`src/rtl/mem_req_master_pkg.sv`:
```
// Shared bus payload, opcode/mode encodings and FSM state type for the memory
// request master and its sub-modules.
package mem_req_master_pkg;

    localparam int unsigned DATA_W = 32;
    localparam int unsigned MODE_W = 3;

    // CPU-side operation codes carried on req_op.
    typedef enum logic [1:0] {
        OP_READ     = 2'd0,
        OP_WRITE    = 2'd1,
        OP_ALLOC    = 2'd2,
        OP_LOADPROG = 2'd3
    } mem_op_t;

    // mem_sys bus modes; the upper bit is never set by this master.
    localparam logic [MODE_W-1:0] MODE_READ  = 3'b000;
    localparam logic [MODE_W-1:0] MODE_WRITE = 3'b001;
    localparam logic [MODE_W-1:0] MODE_ALLOC = 3'b010;
    localparam logic [MODE_W-1:0] MODE_ZERO  = 3'b011;

    typedef struct packed {
        logic [DATA_W-1:0] address;
        logic [DATA_W-1:0] offset;
        logic [DATA_W-1:0] data;
        logic [MODE_W-1:0] mode;
    } mem_in_bus_t;

    // Idle bus is a harmless read of array 0, offset 0.
    localparam mem_in_bus_t MEM_BUS_IDLE = '{
        address: '0,
        offset:  '0,
        data:    '0,
        mode:    MODE_READ
    };

    typedef enum logic [1:0] {
        ST_IDLE  = 2'd0,
        ST_DRIVE = 2'd1,
        ST_WAIT  = 2'd2,
        ST_RESP  = 2'd3
    } mem_state_t;

    function automatic logic [MODE_W-1:0] op_to_mode(input mem_op_t op);
        logic [MODE_W-1:0] mode;
        case (op)
            OP_READ:     mode = MODE_READ;
            OP_WRITE:    mode = MODE_WRITE;
            OP_ALLOC:    mode = MODE_ALLOC;
            OP_LOADPROG: mode = MODE_ZERO;
            default:     mode = MODE_READ;
        endcase
        return mode;
    endfunction

    // READ and ALLOC return mem_sys data; WRITE and LOADPROG return a zero token.
    function automatic logic op_returns_data(input mem_op_t op);
        return (op == OP_READ) || (op == OP_ALLOC);
    endfunction

endpackage

```
`src/rtl/mem_req_master_rsp.sv`:
```
// Single-entry response holding register with valid/ready handshake.
// Ports:
//   clk, reset_n           clock, async active-low reset
//   load, load_data        capture a new response (only when empty)
//   rsp_valid, rsp_data    held response, registered
//   rsp_ready              consumer accepts the held response
module mem_rsp_reg
    import mem_req_master_pkg::*;
(
    input  logic              clk,
    input  logic              reset_n,
    input  logic              load,
    input  logic [DATA_W-1:0] load_data,
    output logic              rsp_valid,
    input  logic              rsp_ready,
    output logic [DATA_W-1:0] rsp_data
);

    // Data is held stable while valid; it is only replaced on a new load.
    always_ff @(posedge clk or negedge reset_n) begin
        if (!reset_n) begin
            rsp_valid <= 1'b0;
            rsp_data  <= '0;
        end else if (load) begin
            rsp_valid <= 1'b1;
            rsp_data  <= load_data;
        end else if (rsp_valid && rsp_ready) begin
            rsp_valid <= 1'b0;
        end
    end

endmodule

```
`src/rtl/mem_req_master.sv`:
```
// Memory bus initiator: accepts one CPU operation at a time, drives exactly one
// mem_sys bus cycle for it, waits READ_LAT cycles and returns one response.
// Ports:
//   clk, reset_n                         clock, async active-low reset
//   req_valid/req_ready/req_op/req_addr/req_offset/req_data   request port
//   rsp_valid/rsp_ready/rsp_data         response port
//   mem_bus, bus_en                      bus to mem_sys and its buffer enable
//   mem_data                             mem_sys data_out
//   busy                                 FSM not idle
module mem_req_master
    import mem_req_master_pkg::*;
#(
    parameter int unsigned READ_LAT = 1
) (
    input  logic              clk,
    input  logic              reset_n,
    input  logic              req_valid,
    output logic              req_ready,
    input  logic [1:0]        req_op,
    input  logic [DATA_W-1:0] req_addr,
    input  logic [DATA_W-1:0] req_offset,
    input  logic [DATA_W-1:0] req_data,
    output logic              rsp_valid,
    input  logic              rsp_ready,
    output logic [DATA_W-1:0] rsp_data,
    output mem_in_bus_t       mem_bus,
    output logic              bus_en,
    input  logic [DATA_W-1:0] mem_data,
    output logic              busy
);

    localparam int unsigned CNT_W = $clog2(READ_LAT + 1);
    localparam logic [CNT_W-1:0] WAIT_LAST = CNT_W'(READ_LAT - 1);

    mem_state_t        state_q, state_d;
    mem_op_t           op_q, op_d;
    logic [CNT_W-1:0]  wait_cnt_q, wait_cnt_d;
    logic [DATA_W-1:0] op_cnt_q, op_cnt_d;
    mem_in_bus_t       mem_bus_d;
    logic              bus_en_d;
    logic              req_ready_d;
    logic              busy_d;
    logic              rsp_load_c;
    logic [DATA_W-1:0] rsp_load_data_c;

    // State and registered outputs.
    always_ff @(posedge clk or negedge reset_n) begin
        if (!reset_n) begin
            state_q    <= ST_IDLE;
            op_q       <= OP_READ;
            wait_cnt_q <= '0;
            op_cnt_q   <= '0;
            mem_bus    <= MEM_BUS_IDLE;
            bus_en     <= 1'b0;
            req_ready  <= 1'b1;
            busy       <= 1'b0;
        end else begin
            state_q    <= state_d;
            op_q       <= op_d;
            wait_cnt_q <= wait_cnt_d;
            op_cnt_q   <= op_cnt_d;
            mem_bus    <= mem_bus_d;
            bus_en     <= bus_en_d;
            req_ready  <= req_ready_d;
            busy       <= busy_d;
        end
    end

    // Next state; bus payload is computed on acceptance so it appears for
    // exactly the DRIVE cycle and reverts to the idle read afterwards.
    always_comb begin
        state_d         = state_q;
        op_d            = op_q;
        wait_cnt_d      = wait_cnt_q;
        op_cnt_d        = op_cnt_q;
        mem_bus_d       = MEM_BUS_IDLE;
        bus_en_d        = 1'b0;
        rsp_load_c      = 1'b0;
        rsp_load_data_c = '0;

        case (state_q)
            ST_IDLE: begin
                if (req_valid) begin
                    op_d              = mem_op_t'(req_op);
                    mem_bus_d.address = req_addr;
                    mem_bus_d.offset  = req_offset;
                    mem_bus_d.data    = req_data;
                    mem_bus_d.mode    = op_to_mode(mem_op_t'(req_op));
                    bus_en_d          = 1'b1;
                    state_d           = ST_DRIVE;
                end
            end
            ST_DRIVE: begin
                op_cnt_d   = op_cnt_q + DATA_W'(1);
                wait_cnt_d = '0;
                state_d    = ST_WAIT;
            end
            ST_WAIT: begin
                if (wait_cnt_q == WAIT_LAST) begin
                    rsp_load_c      = 1'b1;
                    rsp_load_data_c = op_returns_data(op_q) ? mem_data : '0;
                    state_d         = ST_RESP;
                end else begin
                    wait_cnt_d = wait_cnt_q + CNT_W'(1);
                end
            end
            ST_RESP: begin
                if (rsp_valid && rsp_ready) begin
                    state_d = ST_IDLE;
                end
            end
            default: state_d = ST_IDLE;
        endcase

        req_ready_d = (state_d == ST_IDLE);
        busy_d      = (state_d != ST_IDLE);
    end

    mem_rsp_reg u_rsp_reg (
        .clk       (clk),
        .reset_n   (reset_n),
        .load      (rsp_load_c),
        .load_data (rsp_load_data_c),
        .rsp_valid (rsp_valid),
        .rsp_ready (rsp_ready),
        .rsp_data  (rsp_data)
    );

endmodule
```
`config.mk`:
```
export PLATFORM = sky130hd
export DESIGN_NAME = mem_req_master
export DESIGN_NICKNAME = d
export VERILOG_FILES = /design/src/rtl/mem_req_master_pkg.sv /design/src/rtl/mem_req_master_rsp.sv /design/src/rtl/mem_req_master.sv
export SDC_FILE = /design/constraint.sdc
export NUM_CORES = 1
export LEC_CHECK = 0
export CAP_MARGIN = 20
export CORE_MARGIN = 4
export CORE_UTILIZATION = 39
export DETAILED_ROUTE_END_ITERATION = 10
export HOLD_SLACK_MARGIN = 0.1
export PLACE_DENSITY = 0.87
export SLEW_MARGIN = 15
export SYNTH_ARGS = -nofsm -noshare
export SYNTH_HDL_FRONTEND = slang
export SYNTH_HIERARCHICAL = 1
export SYNTH_SLANG_ARGS = --single-unit
```
`constraint.sdc`:
```
create_clock -name clk -period 1.9 [get_ports clk]
set_input_delay 0.19 -clock clk [delete_from_list [all_inputs] [get_ports clk]]
set_output_delay 0.19 -clock clk [all_outputs]
set_load 0.02 [all_outputs]
```
==> results.md <==
- The floorplan die area is 14,800 um2.
- The data required time of the critical path is 1.71 ns.
- The number of antenna violations at the first check in global routing is 0.
- The setup check on the worst reg-to-reg path leaves a slack of 0.32 ns.
- The overall routed net length is 13.73 mm.
- The worst register-to-register path begins at state_q[1]$_DFF_PN0_.
- For the final database, setup skew stands at 0.008189 ns.
- The critical path start-end classification is reg2out.
- The final number of setup-violating endpoints is 0.
- Buffers inserted during clock tree synthesis total 17.
- The area inside the core boundary is 12,620 um2.
- The post-CTS repair timing setup buffer count is 0.
- Prior to clock tree synthesis, the placed netlist has a worst setup slack of 0.2089 ns.
- During synthesis, Yosys emitted a total of 6 warnings.
- From synthesis to final layout, the design area changed by 67.33%.
- 0 antenna diodes ended up in the layout.
- The final instance area is 8433 um2.
- The count of nets after finishing is 744.
- The DRC violation count after routing is 0.
- Clock-pin slew was measured on the worst setup and hold paths at 0.06 ns.
- The average vias per placed instance is 4.372.
- During placement, the flow inserted port buffers numbering 267.
- Summing all placed instances gives a cell area of 7824 um2.
- The standard-cell row count is 41.
- The mean routed wirelength per cell is 17.27 um.
- Setup repair after global routing left no endpoint under its margin.
- The length in cells of the worst reg-to-reg path is 4.
- The share of synthesized area in the top cell type comes to 0.6753.
- Walking the worst path, the cells encountered are clkdlybuf4s50_1.
- The flop and latch count out of synthesis is 137.
- At the worst endpoint, the arrival time is 1.55 ns.
- The clock tree from TritonCTS is built.
- The number of nets in the synthesized netlist is 467.
- In the final layout, the share of cells above drive strength 1 is 0.1252.
- By area the synthesized netlist is led by dfrtp_1 (68%), and2_1 (16%), mux2_4 (8.6%).
- The sort of element at the end of the critical path is an output port.
- The library cell occupying the most area in the post-synthesis netlist is dfrtp_1.
- The final-report hold violation count was 0.
- Entering global routing, the biggest net connects 54 pins.
- The share of synthesized area occupied by flip-flops and latches is 0.6805.
- STA classifies the critical path startpoint as a flop.
- The total overflow left after global routing is 0.
- The initial core utilization is 0.3994.
- The fraction of the core area covered by cells at the end of the flow is 0.6683.
- For this run, the detailed router's first-pass iteration total came to 4.
- The longest clock path from root to sink contains 2 buffers.
- The flow ran to the end, and the final reports show no timing, DRC or antenna violations.
- The final-layout setup total negative slack is 0 ns.
- In this run the cell area of the synthesized design comes to 5040 um2.
- VDD sags by at most 0.6005 mV.
- Derived from the worst setup path, the maximum achievable clock frequency is 575.2 MHz.
- The estimated wirelength of the detail-placed design is 10.26 mm.
- The chip height is 121.7 um.
- Counting both buffers and inverters, the worst setup path holds a total of 1.
- The TritonCTS sink count is 137.
- The overall fraction of global-route tracks in use is 0.1866.
- On the critical path, the stage with the largest delay is an instance of clkdlybuf4s50_1.
- In this run the worst path has a maximum fanout of 1.
- The first global-routing pass estimated 20.72 mm of wire.
- After layout, the minimum clock period comes to 1.738 ns.
- In this run the worst hold path is classified as in2async.
- The number of global-route vias before repair is 3,911.
- The final-report max-slew violation count is 0.
- Once routing completed, OpenROAD measured the worst setup slack at 0.1616 ns.
- The max-cap violation count is 0.
- The root buffer cell is clkbuf_16.
- Once detail routing completed, the nets flagged for antenna violations numbered 0.
- Summing over every cut layer, the via total after detailed routing is 3,476.
- The final weighted congestion of routability-driven global placement is 0.7298.
- The peak per-stage delay on the critical path is 0.63 ns.
- In the finished design, the share of the clock period the worst path needs comes to 0.9150.
- The insertion delay to the later sink of the worst-skew pair is 0.41 ns.
- After the first detailed-routing iteration, the DRC count stood at 185.
- The H-tree was split into 4 levels.
- In this run the count of I/O pins placed on the die edge is 269.
- The distinct cell type count after synthesis is 21.
- The synthesized instance count is 333.
- The average cell area after synthesis is 15.13 um2.
- The cell type group with the largest total delay on the critical path is buffers and inverters.
- Summed over all cells, the static leakage comes to 3.874 nW.
- The width of the die is 121.7 um.
- The power density normalized to cell area is 1139 nW/um2.
- The worst register-to-register path ends at u_rsp_reg/rsp_data[10]$_DFFE_PN0P_.
==> registers in the layout, indices dropped and copies added, names as in the netlist <==
name	count
op_q	1
state_q	2
busy	1
mem_bus	98
bus_en	1
u_rsp_reg/rsp_valid	1
u_rsp_reg/rsp_data	32
req_ready	1
==> cells by family (layout without fill, tap and decap cells) <==
| family | Yosys count | after routing | synth area share |
|---|---|---|---|
| buffers and inverters | 21 | 311 | 0.04419 |
| AOI/OAI and AO/OA | 5 | 5 | 0.007697 |
| muxes | 33 | 33 | 0.09533 |
| other | 1 | 1 | 0.0007441 |
| DFF | 137 | 137 | 0.6805 |
| and+or+nand+nor | 136 | 136 | 0.1715 |
==> routing by layer <==
metal,part of all wire,wire (um),vias up,global-route usage
li1,-,-,1594,-
met4,0.026,360,0,0.08263
met2,0.51,6972,188,0.3136
met1,0.35,4855,1669,0.1943
met3,0.11,1540,25,0.09796
met5,0,0,-,0
==> repair_timing <==
item / CTS / global route
hold endpoints to repair: 48 / 0
endpoints found under the setup margin: 0 / 12
hold buffers: 1 / 0
resized for setup: 0 / 1
==> cells in the final DEF (no fill, tap or decap) <==
cell type | synthesis | final
nand4_1 | 1 | 1
o31ai_1 | 1 | 1
clkbuf_1 | 0 | 2
inv_1 | 1 | 1
bufinv_16 | 0 | 2
buf_12 | 3 | 2
dfstp_2 | 1 | 1
clkinvlp_4 | 0 | 3
clkinv_4 | 0 | 3
nor3b_4 | 0 | 2
mux2_2 | 4 | 4
nor2b_1 | 2 | 1
buf_4 | 2 | 8
nand3_1 | 1 | 1
dfrtp_1 | 136 | 136
clkinv_2 | 0 | 2
nor2b_4 | 0 | 1
and2_1 | 129 | 129
clkbuf_16 | 0 | 17
buf_6 | 11 | 1
o31a_1 | 1 | 1
dlygate4sd3_1 | 0 | 1
a21o_1 | 1 | 1
clkdlybuf4s50_1 | 0 | 266
and3b_1 | 1 | 1
conb_1 | 1 | 1
o21a_1 | 2 | 2
mux2_4 | 29 | 29
clkbuf_8 | 0 | 3
==> power by group <==
part	total [mW]	switching, mW	internal [mW]
logic	2.78	1.22	1.56
clock network	3.23	1.19	2.04
registers	3.60	0.255	3.34
total	9.60	2.66	6.94
==> worst max path at each step <==
stage / startpoint / end / slack (ns) / depth (start not counted)
5_1_grt: req_ready$_DFF_PN1_ / req_ready / 0.11 / 1
2_1_floorplan: state_q[0]$_DFF_PN0_ / u_rsp_reg/rsp_data[0]$_DFFE_PN0P_ / 0.56 / 5
4_1_cts: req_ready$_DFF_PN1_ / req_ready / 0.14 / 1
3_5_place_dp: state_q[1]$_DFF_PN0_ / u_rsp_reg/rsp_data[10]$_DFFE_PN0P_ / 0.21 / 4
6_report: req_ready$_DFF_PN1_ / req_ready / 0.16 / 1
3_3_place_gp: req_valid / mem_bus[16]$_DFF_PN0_ / 0.28 / 4
==> final cells by class <==
type	instances	area, um2
Fill cell	914	4187
Sequential cell	137	3430
Timing Repair Buffer	278	2784
Multi-Input combinational cell	175	1408
Clock buffer	22	474.2
Tap cell	172	215.2
Clock inverter	10	118.9
Inverter	1	3.754
==> stage by stage <==
step           total power [mW]  instances  hold WS (ns)
4_1_cts                   9.706        795        0.3005
3_3_place_gp              6.334        762        0.1652
3_5_place_dp              6.423        762        0.1737
5_1_grt                   10.02        795        0.3116
2_1_floorplan             5.165        333       -0.1056
6_report                  9.604        795        0.3076
==> synth_stat cells <==
cell / n
dfrtp_1: 136
and2_1: 129
mux2_4: 29
buf_6: 11
mux2_2: 4
buf_12: 3
clkbuf_2: 3
buf_4: 2
nor2b_1: 2
nor3b_2: 2
o21a_1: 2
a21o_1: 1
and3b_1: 1
buf_2: 1
conb_1: 1
dfstp_2: 1
inv_1: 1
nand3_1: 1
nand4_1: 1
o31a_1: 1
o31ai_1: 1
==> worst register-to-register path: cells and delay by family (launching register included) <==
kind | cells | cell delay [ns]
multiplexers | 1 | 0.14
buffers and inverters | 1 | 0.29
flip-flops | 1 | 0.52
AND/OR/NAND/NOR | 2 | 0.58
Power figures use the tool's default switching activity.
